`src/rtl/bp_1bit_predictor_if.sv`:
```
// ---------------------------------------------------------------------------
// bp_1bit_predictor_if
// Bundles the fetch-side lookup handshake, the prediction result, the
// resolve/flush inputs from the back end and the status outputs of the
// 1-bit branch predictor.
//
// Signals:
//   LOOKUP_VALID  fetch presents a branch PC this cycle
//   LOOKUP_READY  predictor can accept a lookup (tracking FIFO not full)
//   LOOKUP_PC     branch PC of the lookup
//   PREDICT_VALID registered: prediction for the last accepted lookup
//   PREDICT_TAKEN registered predicted direction
//   RESOLVE_VALID oldest in-flight branch resolved this cycle
//   RESOLVE_TAKEN actual direction of that branch
//   FLUSH         discard all in-flight predictions
//   MISS          registered one-cycle misprediction pulse
//   RESOLVE_ERR   sticky: a resolve arrived with nothing in flight
//
// Modports:
//   master - the pipeline side (drives lookups, resolves, flush)
//   slave  - the predictor
// ---------------------------------------------------------------------------
interface bp_1bit_predictor_if #(
    parameter int PC_WIDTH = 32
);
    logic                LOOKUP_VALID;
    logic                LOOKUP_READY;
    logic [PC_WIDTH-1:0] LOOKUP_PC;
    logic                PREDICT_VALID;
    logic                PREDICT_TAKEN;
    logic                RESOLVE_VALID;
    logic                RESOLVE_TAKEN;
    logic                FLUSH;
    logic                MISS;
    logic                RESOLVE_ERR;

    modport master (
        output LOOKUP_VALID,
        output LOOKUP_PC,
        output RESOLVE_VALID,
        output RESOLVE_TAKEN,
        output FLUSH,
        input  LOOKUP_READY,
        input  PREDICT_VALID,
        input  PREDICT_TAKEN,
        input  MISS,
        input  RESOLVE_ERR
    );

    modport slave (
        input  LOOKUP_VALID,
        input  LOOKUP_PC,
        input  RESOLVE_VALID,
        input  RESOLVE_TAKEN,
        input  FLUSH,
        output LOOKUP_READY,
        output PREDICT_VALID,
        output PREDICT_TAKEN,
        output MISS,
        output RESOLVE_ERR
    );
endinterface

```
`src/rtl/bp_1bit_predictor.sv`:
```
// ---------------------------------------------------------------------------
// bp_1bit_predictor
// 1-bit branch predictor. Each lookup reads a per-index taken/not-taken bit,
// returns it one cycle later and records {index, prediction} in an in-order
// tracking FIFO. Each resolve pops the oldest record, writes the actual
// direction back into the table and pulses MISS when the prediction was
// wrong. MISS feeds the MISS input of the miss counter.
//
// Ports:
//   CLOCK  in   sole clock, rising edge
//   INIT   in   synchronous active-high reset (clears table, FIFO, outputs)
//   bus    slave modport of bp_1bit_predictor_if (lookup / predict /
//          resolve / flush / MISS / RESOLVE_ERR)
//
// Parameters:
//   INDEX_BITS  table index width, 2**INDEX_BITS one-bit entries
//   PC_WIDTH    PC width; index = PC[INDEX_BITS+1:2]
//   DEPTH_LOG2  log2 of the tracking FIFO depth
//
// Configuration macro:
//   BP_BYPASS_EN  when defined, a lookup to the index being trained in the
//                 same cycle predicts the new (resolved) value; when
//                 undefined the lookup sees the pre-update table value.
// ---------------------------------------------------------------------------
module bp_1bit_predictor #(
    parameter int INDEX_BITS = 6,
    parameter int PC_WIDTH   = 32,
    parameter int DEPTH_LOG2 = 2
) (
    input logic                CLOCK,
    input logic                INIT,
    bp_1bit_predictor_if.slave bus
);

    localparam int ENTRIES = 1 << INDEX_BITS;
    localparam int DEPTH   = 1 << DEPTH_LOG2;

    localparam logic [DEPTH_LOG2:0]   FULL_COUNT = (DEPTH_LOG2 + 1)'(DEPTH);
    localparam logic [DEPTH_LOG2:0]   CNT_ONE    = (DEPTH_LOG2 + 1)'(1);
    localparam logic [DEPTH_LOG2-1:0] PTR_ONE    = DEPTH_LOG2'(1);

    typedef logic [INDEX_BITS-1:0] idx_t;

    typedef struct packed {
        idx_t idx;
        logic pred;
    } entry_t;

    logic [ENTRIES-1:0]    table_q, table_d;
    entry_t                fifo_q [DEPTH];
    entry_t                fifo_d [DEPTH];
    logic [DEPTH_LOG2-1:0] wr_ptr_q, wr_ptr_d;
    logic [DEPTH_LOG2-1:0] rd_ptr_q, rd_ptr_d;
    logic [DEPTH_LOG2:0]   count_q, count_d;
    logic                  predict_valid_q, predict_valid_d;
    logic                  predict_taken_q, predict_taken_d;
    logic                  miss_q, miss_d;
    logic                  resolve_err_q, resolve_err_d;

    idx_t   lookup_idx;
    entry_t head;
    logic   fifo_empty;
    logic   ready;
    logic   accept;
    logic   push;
    logic   pop;
    logic   lookup_bit;
    logic   unused_pc_bits;

    assign lookup_idx     = bus.LOOKUP_PC[INDEX_BITS+1:2];
    assign unused_pc_bits = ^{bus.LOOKUP_PC[PC_WIDTH-1:INDEX_BITS+2],
                              bus.LOOKUP_PC[1:0]};

    assign head       = fifo_q[rd_ptr_q];
    assign fifo_empty = (count_q == '0);

    // Readiness depends on occupancy only, so a pop in the same cycle never
    // frees a slot for a push while the FIFO is full.
    assign ready  = (count_q != FULL_COUNT);
    assign accept = bus.LOOKUP_VALID & ready;

    // A flush discards the same-cycle lookup; a same-cycle resolve is still
    // serviced because it is ordered before the flush.
    assign push = accept & ~bus.FLUSH;
    assign pop  = bus.RESOLVE_VALID & ~fifo_empty;

    // Direction returned for this cycle's lookup. With forwarding enabled a
    // lookup colliding with the entry being trained sees the trained value.
    always_comb begin
        lookup_bit = table_q[lookup_idx];
`ifdef BP_BYPASS_EN
        if (pop && (head.idx == lookup_idx)) begin
            lookup_bit = bus.RESOLVE_TAKEN;
        end
`endif
    end

    // Next-state computation for the table, FIFO bookkeeping and the
    // registered outputs.
    always_comb begin
        table_d         = table_q;
        fifo_d          = fifo_q;
        wr_ptr_d        = wr_ptr_q;
        rd_ptr_d        = rd_ptr_q;
        count_d         = count_q;
        predict_valid_d = 1'b0;
        predict_taken_d = predict_taken_q;
        miss_d          = 1'b0;
        resolve_err_d   = resolve_err_q;

        if (pop) begin
            table_d[head.idx] = bus.RESOLVE_TAKEN;
            rd_ptr_d          = rd_ptr_q + PTR_ONE;
            miss_d            = (head.pred != bus.RESOLVE_TAKEN);
        end

        // A resolve with nothing in flight is dropped but remembered.
        if (bus.RESOLVE_VALID && fifo_empty) begin
            resolve_err_d = 1'b1;
        end

        if (push) begin
            fifo_d[wr_ptr_q] = '{idx: lookup_idx, pred: lookup_bit};
            wr_ptr_d         = wr_ptr_q + PTR_ONE;
            predict_valid_d  = 1'b1;
            predict_taken_d  = lookup_bit;
        end

        case ({push, pop})
            2'b10:   count_d = count_q + CNT_ONE;
            2'b01:   count_d = count_q - CNT_ONE;
            default: count_d = count_q;
        endcase

        if (bus.FLUSH) begin
            wr_ptr_d = '0;
            rd_ptr_d = '0;
            count_d  = '0;
        end
    end

    // State and output registers; INIT wins over every other input.
    always_ff @(posedge CLOCK) begin
        if (INIT) begin
            table_q         <= '0;
            wr_ptr_q        <= '0;
            rd_ptr_q        <= '0;
            count_q         <= '0;
            predict_valid_q <= 1'b0;
            predict_taken_q <= 1'b0;
            miss_q          <= 1'b0;
            resolve_err_q   <= 1'b0;
        end else begin
            table_q         <= table_d;
            wr_ptr_q        <= wr_ptr_d;
            rd_ptr_q        <= rd_ptr_d;
            count_q         <= count_d;
            predict_valid_q <= predict_valid_d;
            predict_taken_q <= predict_taken_d;
            miss_q          <= miss_d;
            resolve_err_q   <= resolve_err_d;
        end
    end

    // FIFO payload storage needs no reset: occupancy is governed solely by
    // the pointers and count, so stale entries are never observed.
    always_ff @(posedge CLOCK) begin
        fifo_q <= fifo_d;
    end

    assign bus.LOOKUP_READY  = ready;
    assign bus.PREDICT_VALID = predict_valid_q;
    assign bus.PREDICT_TAKEN = predict_taken_q;
    assign bus.MISS          = miss_q;
    assign bus.RESOLVE_ERR   = resolve_err_q;

endmodule

```
`src/flat_wrapper.sv`:
```
// flat-port wrapper written by rule: the top's interface ports become plain ports
module bp_1bit_predictor_flat 
#(
    parameter int INDEX_BITS = 6,
    parameter int PC_WIDTH   = 32,
    parameter int DEPTH_LOG2 = 2
)
  (CLOCK, INIT, bus_LOOKUP_VALID, bus_LOOKUP_PC, bus_RESOLVE_VALID, bus_RESOLVE_TAKEN, bus_FLUSH, bus_LOOKUP_READY, bus_PREDICT_VALID, bus_PREDICT_TAKEN, bus_MISS, bus_RESOLVE_ERR);
  bp_1bit_predictor_if #(.PC_WIDTH(PC_WIDTH)) bus_i ();
  input logic CLOCK;
  input logic INIT;
  input wire logic [$bits(bus_i.LOOKUP_VALID)-1:0] bus_LOOKUP_VALID;
  input wire logic [$bits(bus_i.LOOKUP_PC)-1:0] bus_LOOKUP_PC;
  input wire logic [$bits(bus_i.RESOLVE_VALID)-1:0] bus_RESOLVE_VALID;
  input wire logic [$bits(bus_i.RESOLVE_TAKEN)-1:0] bus_RESOLVE_TAKEN;
  input wire logic [$bits(bus_i.FLUSH)-1:0] bus_FLUSH;
  output wire logic [$bits(bus_i.LOOKUP_READY)-1:0] bus_LOOKUP_READY;
  output wire logic [$bits(bus_i.PREDICT_VALID)-1:0] bus_PREDICT_VALID;
  output wire logic [$bits(bus_i.PREDICT_TAKEN)-1:0] bus_PREDICT_TAKEN;
  output wire logic [$bits(bus_i.MISS)-1:0] bus_MISS;
  output wire logic [$bits(bus_i.RESOLVE_ERR)-1:0] bus_RESOLVE_ERR;
  assign bus_i.LOOKUP_VALID = bus_LOOKUP_VALID;
  assign bus_i.LOOKUP_PC = bus_LOOKUP_PC;
  assign bus_i.RESOLVE_VALID = bus_RESOLVE_VALID;
  assign bus_i.RESOLVE_TAKEN = bus_RESOLVE_TAKEN;
  assign bus_i.FLUSH = bus_FLUSH;
  assign bus_LOOKUP_READY = bus_i.LOOKUP_READY;
  assign bus_PREDICT_VALID = bus_i.PREDICT_VALID;
  assign bus_PREDICT_TAKEN = bus_i.PREDICT_TAKEN;
  assign bus_MISS = bus_i.MISS;
  assign bus_RESOLVE_ERR = bus_i.RESOLVE_ERR;
  bp_1bit_predictor #(.INDEX_BITS(INDEX_BITS), .PC_WIDTH(PC_WIDTH), .DEPTH_LOG2(DEPTH_LOG2)) u_core (.CLOCK(CLOCK), .INIT(INIT), .bus(bus_i));
endmodule
```
`config.mk`:
```
export PLATFORM = sky130hd
export DESIGN_NAME = bp_1bit_predictor_flat
export DESIGN_NICKNAME = d
export VERILOG_FILES = /design/src/rtl/bp_1bit_predictor_if.sv /design/src/rtl/bp_1bit_predictor.sv /design/src/flat_wrapper.sv
export SDC_FILE = /design/constraint.sdc
export NUM_CORES = 1
export LEC_CHECK = 0
export BUFFER_PORTS_ARGS = -buffer_cell sky130_fd_sc_hd__buf_2
export CAP_MARGIN = 20
export CORE_AREA = 2 2 110 112
export CTS_CLUSTER_DIAMETER = 30
export DETAILED_ROUTE_END_ITERATION = 8
export DIE_AREA = 0 0 112 114
export PLACE_DENSITY = 0.69
export SYNTH_ARGS = -nofsm -noshare
export SYNTH_HDL_FRONTEND = slang
export SYNTH_SLANG_ARGS = --single-unit
```
`constraint.sdc`:
```
create_clock -name CLOCK -period 3.3 [get_ports CLOCK]
set_clock_uncertainty 0.05 [all_clocks]
set_input_delay 0 -clock CLOCK [delete_from_list [all_inputs] [get_ports CLOCK]]
set_output_delay 0 -clock CLOCK [all_outputs]
set_load 0.02 [all_outputs]
```
Yosys cells after proc, flatten, opt, wreduce, memory -nomap -nowiden
Cells that the tools add are included.
- bits in registers: 103
- bits of input ports: 38
- output and inout bits: 5
- logic and storage cells: 58
- $add $sub $neg: 4
- $lt $le $gt $ge: 6
- equality and inequality tests: 4
- mux-type cells: 13
- bitwise logic cells: 8
- reductions and logical operators: 7
- operators with widths (operator ; number):
    bitwise mux 64 bit ; 1
    bitwise mux 28 bit ; 1
    2-to-1 mux 7 bit ; 3
    binary-select mux 7 bit (select 2 bit) ; 1
    demux 7 bit (select 2 bit) ; 1
    less-than comparator 6 x 7 -> 1 bit (second input constant) ; 2
    binary-select mux 1 bit (select 6 bit) ; 1
    demux 1 bit (select 6 bit) ; 1
    greater-or-equal comparator 3 bit (second input constant) ; 2
    greater-or-equal comparator 6 x 1 -> 1 bit (second input constant) ; 1
    inverter 2 -> 3 bit ; 2
    case mux 3 bit (2 select lines) ; 1
    adder 2 x 1 -> 2 bit (second input constant) ; 2
    OR reduction 2 bit ; 2
    adder 3 x 1 -> 3 bit (second input constant) ; 1
    AND 1 bit ; 3
    logical AND 1 bit ; 3
    logical NOT 3 bit ; 1
    less-than comparator 3 x 1 -> 1 bit (second input constant) ; 1
    2-to-1 mux 1 bit ; 3
    inequality test 3 bit (second input constant) ; 1
    inverter 1 bit ; 3
    subtractor 3 x 1 -> 3 bit (second input constant) ; 1
    equality test 2 x 1 -> 1 bit (second input constant) ; 1
    3 further kinds ; 3

Depth between registers and ports, before layout
Gate-level depths: netlist (run 1).
- depth in word-level cells: 9
- depth in mapped cells: 10
- depth with buffers taken out: 10

Least setup slack after synthesis (run 1)
No wires, ideal clock.
- path kind: register to register
- start point: register u_core.count_q[2]
- end point: register u_core.count_q[2]
- arrival time: 2408 ps
- setup slack: 772 ps
- stages on the path, launching flop included: 11
- path buffers: 0
- clock period less this slack: 2528 ps
- path through: dfxtp_1 -> or3b_2 -> nand2_1 -> nor2_1 -> inv_1 -> ha_1 -> inv_1 -> fa_1 -> xor2_1 -> or3_1 -> a21oi_1
- cells in the longest elaborated chain, start to end: 5
- elaborated cells on any way between the ends: 12
- classes of those cells: add/sub: 2; eq/ne: 3; mux: 1; bitwise: 4; reduce/logical: 2
- RTL lines (element ; line ; RTL):
    start: declaration ; bp_1bit_predictor.sv:54 ; logic [DEPTH_LOG2:0] count_q, count_d;
    start signal: assignment ; bp_1bit_predictor.sv:157 ; count_q <= count_d;
    inequality test 3 bit * ; bp_1bit_predictor.sv:79 ; assign ready = (count_q != FULL_COUNT);
    named net bus_LOOKUP_READY ; flat_wrapper.sv:17 ; output wire logic [$bits(bus_i.LOOKUP_READY)-1:0] bus_LOOKUP_READY;
    AND 1 bit * ; bp_1bit_predictor.sv:80 ; assign accept = bus.LOOKUP_VALID & ready;
    AND 1 bit * ; bp_1bit_predictor.sv:84 ; assign push = accept & ~bus.FLUSH;
    equality test 2 x 1 -> 1 bit or equality test 2 bit (tied branches) ; bp_1bit_predictor.sv:129 ; case ({push, pop})
    case mux 3 bit (2 select lines) or nonzero test 2 bit (tied branches) ; -- ;
The timed path passes the listed nets; every way through them passes the cells marked *.
A chain may end at the register's enable or synchronous reset.

Worst setup path in the final report (run 1)
- start point: register u_core.count_q[2]
- end point: register u_core.count_q[2]
- cells in the longest elaborated chain, start to end: 5
- elaborated cells on any way between the ends: 12
- classes of those cells: add/sub: 2; eq/ne: 3; mux: 1; bitwise: 4; reduce/logical: 2
- RTL lines (element ; line):
    inequality test 3 bit or logical NOT 3 bit (tied branches) ; bp_1bit_predictor.sv:79, bp_1bit_predictor.sv:75
    AND 1 bit or inverter 1 bit (tied branches) ; bp_1bit_predictor.sv:80, bp_1bit_predictor.sv:85
    AND 1 bit, on equally long branches ; bp_1bit_predictor.sv:84, bp_1bit_predictor.sv:85
    equality test 2 x 1 -> 1 bit or equality test 2 bit (tied branches) ; bp_1bit_predictor.sv:129
    case mux 3 bit (2 select lines) or nonzero test 2 bit (tied branches) ; --
Parallel ways exist; a longest one is shown, timed or not.

==> impl_metrics.yaml, run 1 <==
setup_path:
  start_kind: "flop"
  cp-startpoint: "u_core.count_q[2]$_SDFFE_PP0P_"
  worstReg2RegStart: "u_core.count_q[2]$_SDFFE_PP0P_"
  path_class: "flop to flop"
  cp.required_ns: 3.54
  r2r_cells: 10
  endpoint_kind: "flop"
  r2r_slack_ns: 0.60
  reg2reg_to: "u_core.count_q[2]$_SDFFE_PP0P_"
  cp_max_fo: 5
  worstPathArrival_ns: 2.94
  crit_end: "u_core.count_q[2]$_SDFFE_PP0P_"
synth:
  async_reset_ff_frac: 0
  synth_ff_type: "dfxtp_1"
  synth_cells: 526
  syn-mean-instance-area_um2: 9.62
  synth_edf_count: 28
  yosys_register_bits: 103
  synth_area_um2: 5060
  yosysSeqAreaShare: 0.463
  yosys_warnings: 0
  yosysUniqueCellTypes: 54
  synth_fp_nets: 570
outcome:
  status: "finished, violations left"
  violations: "hold timing"
sta:
  whs_ns: -0.0102
  drv_slew: 0
  setup-tns-final_ns: 0
  period_share: 0.818
  max-slew-margin-rel: 0.537
  finalHoldViolCount: 5
  setup_viol: 0
  layout_setup_ws_ns: 0.599
  worst_pin_slew_ns: 0.695
  max_freq_mhz: 370
  fin_crit_ns: 2.70
  rsz0062_at_grt: "false"
global_routing:
  grt_max_degree: 66
  grt_usage: 0.186
  grt_pass1_wl_um: 18800
  overflow: 0
  grt_pass1_vias: 3769
  antenna_found_initial: 0
power_and_ir_drop:
  powerDensity_nw_per_um2: 472
  pwr-share-seq: 0.497
  internal_power_w: 0.00203
  swShare: 0.229
  peakVddDrop_mv: 0.302
  combinationalPowerShare: 0.068
  switchingPower_w: 0.000605
  p_clk_frac: 0.434
  power_w: 0.00264
  p_leak_nw: 1.80
route:
  drtPass1Iterations: 5
  drt-total-wl_um: 11500
  wire_per_inst_um: 16.9
  drc: 0
  antenna_left: 0
  via_per_inst: 5.79
  drtIter0Drc: 363
  via_count: 3942
job:
  maxCapViolations: 0
clock_tree:
  clock_tree.root_cell: "clkbuf_16"
  numCtsBuffers: 9
  ctsHtreeMaxLevel: 3
  clk_pin_slew_ns: 0.07
  clkLatencyLatePin_ns: 0.35
  cts_setup_buffers: 0
  cts_buffer_depth: 2
  clock_sinks: 103
  cts_tree: "yes"
  cts_resized: 0
min_path:
  hold_class: "primary input to flop"
  hold_path_startpoint: "bus_RESOLVE_TAKEN"
die:
  die_width_um: 112
  ios: 43
  die_h_um: 114
  core_um2: 11700
  dieArea_um2: 12800
  row_count: 40
  initial_core_util: 0.432
final_layout:
  syn_to_final_growth_pct: 10.6
  n_fill_cell: 1036
  diodes: 0
  drive_gt1_frac: 0.154
  layout_common_cells: "nand2_1 (90), dfxtp_1 (75), a21oi_1 (60)"
  final_nets: 573
  final_common_cell: "nand2_1"
placement:
  io_buffers: 16
  post-dp-hpwl_um: 7130
  place_congestion: 0.760
  place_ws_ns: 0.702
## state kept, by name (all words and copies together), names as in the netlist
| register | count |
|---|---|
| u_core.table_q | 64 |
| u_core.bus.RESOLVE_ERR | 1 |
| u_core.fifo_q | 28 |
| u_core.bus.MISS | 1 |
| u_core.rd_ptr_q | 2 |
| u_core.bus.PREDICT_VALID | 1 |
| u_core.bus.PREDICT_TAKEN | 1 |
| u_core.wr_ptr_q | 2 |
| u_core.count_q | 3 |
## stage by stage
step / util / cell area, µm² / std cells
4_1_cts: 0.476 / 5570 / 680
5_1_grt: 0.478 / 5590 / 681
3_5_place_dp: 0.441 / 5160 / 655
2_1_floorplan: - / 5060 / 526
6_report: 0.478 / 5590 / 681
3_3_place_gp: 0.441 / 5160 / 655
## layout make-up
cell class,count,area [µm²],share of cell area
clock buffers,10,229,0.0409
clock inverters,6,93.8,0.0168
inverters,8,30.0,0.00537
multi-input cells,371,2450,0.438
flip-flops and latches,103,2340,0.419
well taps,147,184,0.0329
repair buffers,36,265,0.0474
## kinds of logic after synthesis
group / after synthesis / synth area share
compound gates: 104 / 0.113
xor+xnor: 6 / 0.0104
fa+ha+maj: 6 / 0.0163
buf+inv: 52 / 0.0529
flops: 103 / 0.463
mux: 34 / 0.115
simple gates: 221 / 0.230
## routing by layer
metal	GRT usage	wire [µm]	up-vias
met5	0	0	-
met4	0.0837	308	0
met3	0.0271	535	27
met2	0.313	5740	118
met1	0.239	4950	1932
li1	-	-	1865
## critical path, stage by stage, from the launching register on
cell and delay, ns:
dfxtp_1 0.42, or3b_2 0.51, nand2_1 0.16, nor2_1 0.11, inv_1 0.13, ha_1 0.20
inv_1 0.06, fa_1 0.37, xor2_1 0.16, or3_1 0.30, a21oi_1 0.14
## worst min path at each step
| stage | to | slack [ns] | depth (start not counted) |
|---|---|---|---|
| after floorplan | u_core.fifo_q[10]$_DFFE_PP_ | 0.05 | 0 |
| after global placement | u_core.bus.RESOLVE_ERR$_SDFFE_PP0P_ | 0.23 | 3 |
| after detailed placement | u_core.wr_ptr_q[1]$_SDFFE_PP0P_ | 0.24 | 3 |
| after CTS | u_core.fifo_q[24]$_DFFE_PP_ | 0.18 | 1 |
| after global routing | u_core.table_q[53]$_SDFFE_PP0P_ | 0.008 | 3 |
| final | u_core.table_q[45]$_SDFFE_PP0P_ | -0.01 | 3 |
## power groups by stage
stage	Sequential (W)	Combinational, W	Clock, W
floorplan	0.00134	0.000125	0
global placement	0.00134	0.000162	0
detailed placement	0.00134	0.000166	0
CTS	0.00131	0.000175	0.00116
global route	0.00131	0.000193	0.00120
finish	0.00131	0.000180	0.00115
## Yosys cell counts (6+ instances only)
cell type | instances | area, µm²
o21ai_1 | 6 | 30.0
mux2i_1 | 12 | 120
nor2_1 | 50 | 188
buf_2 | 14 | 70.1
edfxtp_1 | 28 | 841
buf_4 | 8 | 60.1
nand2_1 | 90 | 338
dfxtp_1 | 75 | 1500
o21ai_0 | 25 | 125
nand3_1 | 33 | 165
mux4_2 | 19 | 428
a21oi_1 | 60 | 300
inv_1 | 7 | 26.3
clkbuf_1 | 16 | 60.1
## repair_timing
| action | in CTS | in global routing |
|---|---|---|
| hold buffers | 9 | 0 |
| hold endpoints to repair | 29 | 0 |
| setup endpoints to repair | 0 | 0 |
(Power assumes the default switching activity.)
==> run 2: changes to the inputs <==
clock period = 2.5 ns   (was 3.3 ns; I/O delays follow)
==> impl_metrics.yaml, run 2 (synthesis results as in run 1) <==
final_layout:
  final_common_cell: "nand2_1"
  drive_gt1_frac: 0.180
  layout_common_cells: "nand2_1 (89), dfxtp_1 (74), a21oi_1 (60)"
  n_fill_cell: 1050
  final_nets: 584
  diodes: 0
  largest_registers: "u_core.table_q: 64 flops, u_core.fifo_q: 28 flops, u_core.count_q: 3 flops"
  syn_to_final_growth_pct: 11.4
  top_register: "u_core.table_q"
  multi_input_comb_area_um2: 2460
  seq_area_um2: 2340
  largest_reg_flops: 64
route:
  drc: 0
  wl_met3_um: 418
  wire_per_inst_um: 16.7
  highest_layer: "met4"
  via_per_inst: 5.60
  drt-total-wl_um: 11500
  wl_met2_um: 5570
  via_count: 3873
  drtPass1Iterations: 4
  antenna_left: 0
  wl_met1_um: 5190
  drtIter0Drc: 320
clock_tree:
  ctsHtreeMaxLevel: 3
  cts_tree: "yes"
  clock_sinks: 103
  numCtsBuffers: 9
  cts_buffer_depth: 2
  clkLatencyLatePin_ns: 0.35
  clock_tree.root_cell: "clkbuf_16"
  clk_pin_slew_ns: 0.06
power_and_ir_drop:
  peakVddDrop_mv: 0.444
  pwr-share-seq: 0.515
  switchingPower_w: 0.000783
  p_clk_frac: 0.413
  internal_power_w: 0.00258
  swShare: 0.233
  powerDensity_nw_per_um2: 597
  p_leak_nw: 1.84
  combinationalPowerShare: 0.072
die:
  ios: 43
  die_h_um: 114
  dieArea_um2: 12800
  core_um2: 11700
  initial_core_util: 0.432
  row_count: 40
  die_width_um: 112
global_routing:
  grt_usage: 0.184
  antenna_found_initial: 0
  grt_pass1_wl_um: 18500
  grt_max_degree: 39
  overflow: 0
  grt_pass1_vias: 3671
setup_path:
  endpoint_kind: "flop"
  r2r_cells: 10
  path_class: "flop to flop"
  worstReg2RegStart: "u_core.count_q[2]$_SDFFE_PP0P_"
  cp-startpoint: "u_core.count_q[2]$_SDFFE_PP0P_"
  cp.required_ns: 2.73
  reg2reg_to: "u_core.count_q[2]$_SDFFE_PP0P_"
  r2r_slack_ns: 0.16
  crit_end: "u_core.count_q[2]$_SDFFE_PP0P_"
  start_kind: "flop"
  worstPathArrival_ns: 2.57
  cp_max_fo: 5
min_path:
  hold_class: "primary input to flop"
  min_path_cells: 2
sta:
  period_share: 0.936
  rsz0062_at_grt: "false"
  whs_ns: 0.135
  max_freq_mhz: 427
  max-slew-margin-rel: 0.504
  finalHoldViolCount: 0
  setup_viol: 0
  drv_slew: 0
  setup-tns-final_ns: 0
  fin_crit_ns: 2.34
  worst_pin_slew_ns: 0.745
job:
  maxCapViolations: 0
placement:
  post-dp-hpwl_um: 7410
  place_congestion: 0.818
  io_buffers: 16
outcome:
  status: "finished clean"
==> run 2: power by group through the flow <==
| stage | logic, W | registers [W] | clock network, W |
|---|---|---|---|
| global route | 0.000263 | 0.00173 | 0.00146 |
| finish | 0.000243 | 0.00173 | 0.00139 |
| CTS | 0.000241 | 0.00173 | 0.00141 |
| floorplan | 0.000165 | 0.00177 | 0 |
| global placement | 0.000226 | 0.00177 | 0 |
| detailed placement | 0.000232 | 0.00177 | 0 |
==> run 2: how the worst min path moves through the flow <==
stage                                 start  slack [ns]                             endpoint
after floorplan            bus_LOOKUP_PC[4]        0.05          u_core.fifo_q[10]$_DFFE_PP_
after global placement     bus_LOOKUP_PC[7]        0.21          u_core.fifo_q[27]$_DFFE_PP_
after detailed placement   bus_LOOKUP_PC[7]        0.22          u_core.fifo_q[20]$_DFFE_PP_
after CTS                 bus_RESOLVE_TAKEN        0.14      u_core.table_q[39]$_SDFFE_PP0P_
after global routing                   INIT        0.17      u_core.table_q[31]$_SDFFE_PP0P_
final                                  INIT        0.13  u_core.bus.RESOLVE_ERR$_SDFFE_PP0P_
==> run 2: critical path: stages, from the launching register on <==
cell     delay (ns)
dfxtp_1        0.33
or3b_4         0.40
nand2_2        0.10
nor2_1         0.09
inv_2          0.09
ha_2           0.19
inv_1          0.06
fa_1           0.37
xor2_1         0.16
or3_1          0.30
a21oi_1        0.13
==> run 2: cell type report <==
class / count / area share
sequential: 103 / 0.416
clock buffer: 10 / 0.0406
inverter: 8 / 0.00533
clock inverter: 6 / 0.0109
timing repair buffer: 47 / 0.0590
tap: 147 / 0.0326
multi-input combinational: 371 / 0.436
==> run 2: repair_timing <==
item                       4_1_cts  5_1_grt
hold endpoints to repair        25        0
setup endpoints to repair        0       40
setup buffers                    0        0
gates resized for setup          0        4
hold buffers                     8        0
==> run 2: stage by stage <==
stage / power, W / util / worst slack (ns) / cells / instance area, µm²
2_1_floorplan: 0.00194 / - / 0.0986 / 526 / 5060
3_3_place_gp: 0.00199 / 0.449 / 0.0909 / 668 / 5260
3_5_place_dp: 0.00200 / 0.449 / 0.0484 / 668 / 5260
4_1_cts: 0.00338 / 0.481 / 0.00605 / 692 / 5630
5_1_grt: 0.00346 / 0.481 / 0.0338 / 692 / 5640
6_report: 0.00336 / 0.481 / 0.160 / 692 / 5640
==> run 2: metal layers <==
| metal | GRT usage | up-vias |
|---|---|---|
| li1 | - | 1884 |
| met1 | 0.237 | 1874 |
| met2 | 0.309 | 91 |
| met3 | 0.0298 | 24 |
| met4 | 0.0821 | 0 |
| met5 | 0 | - |
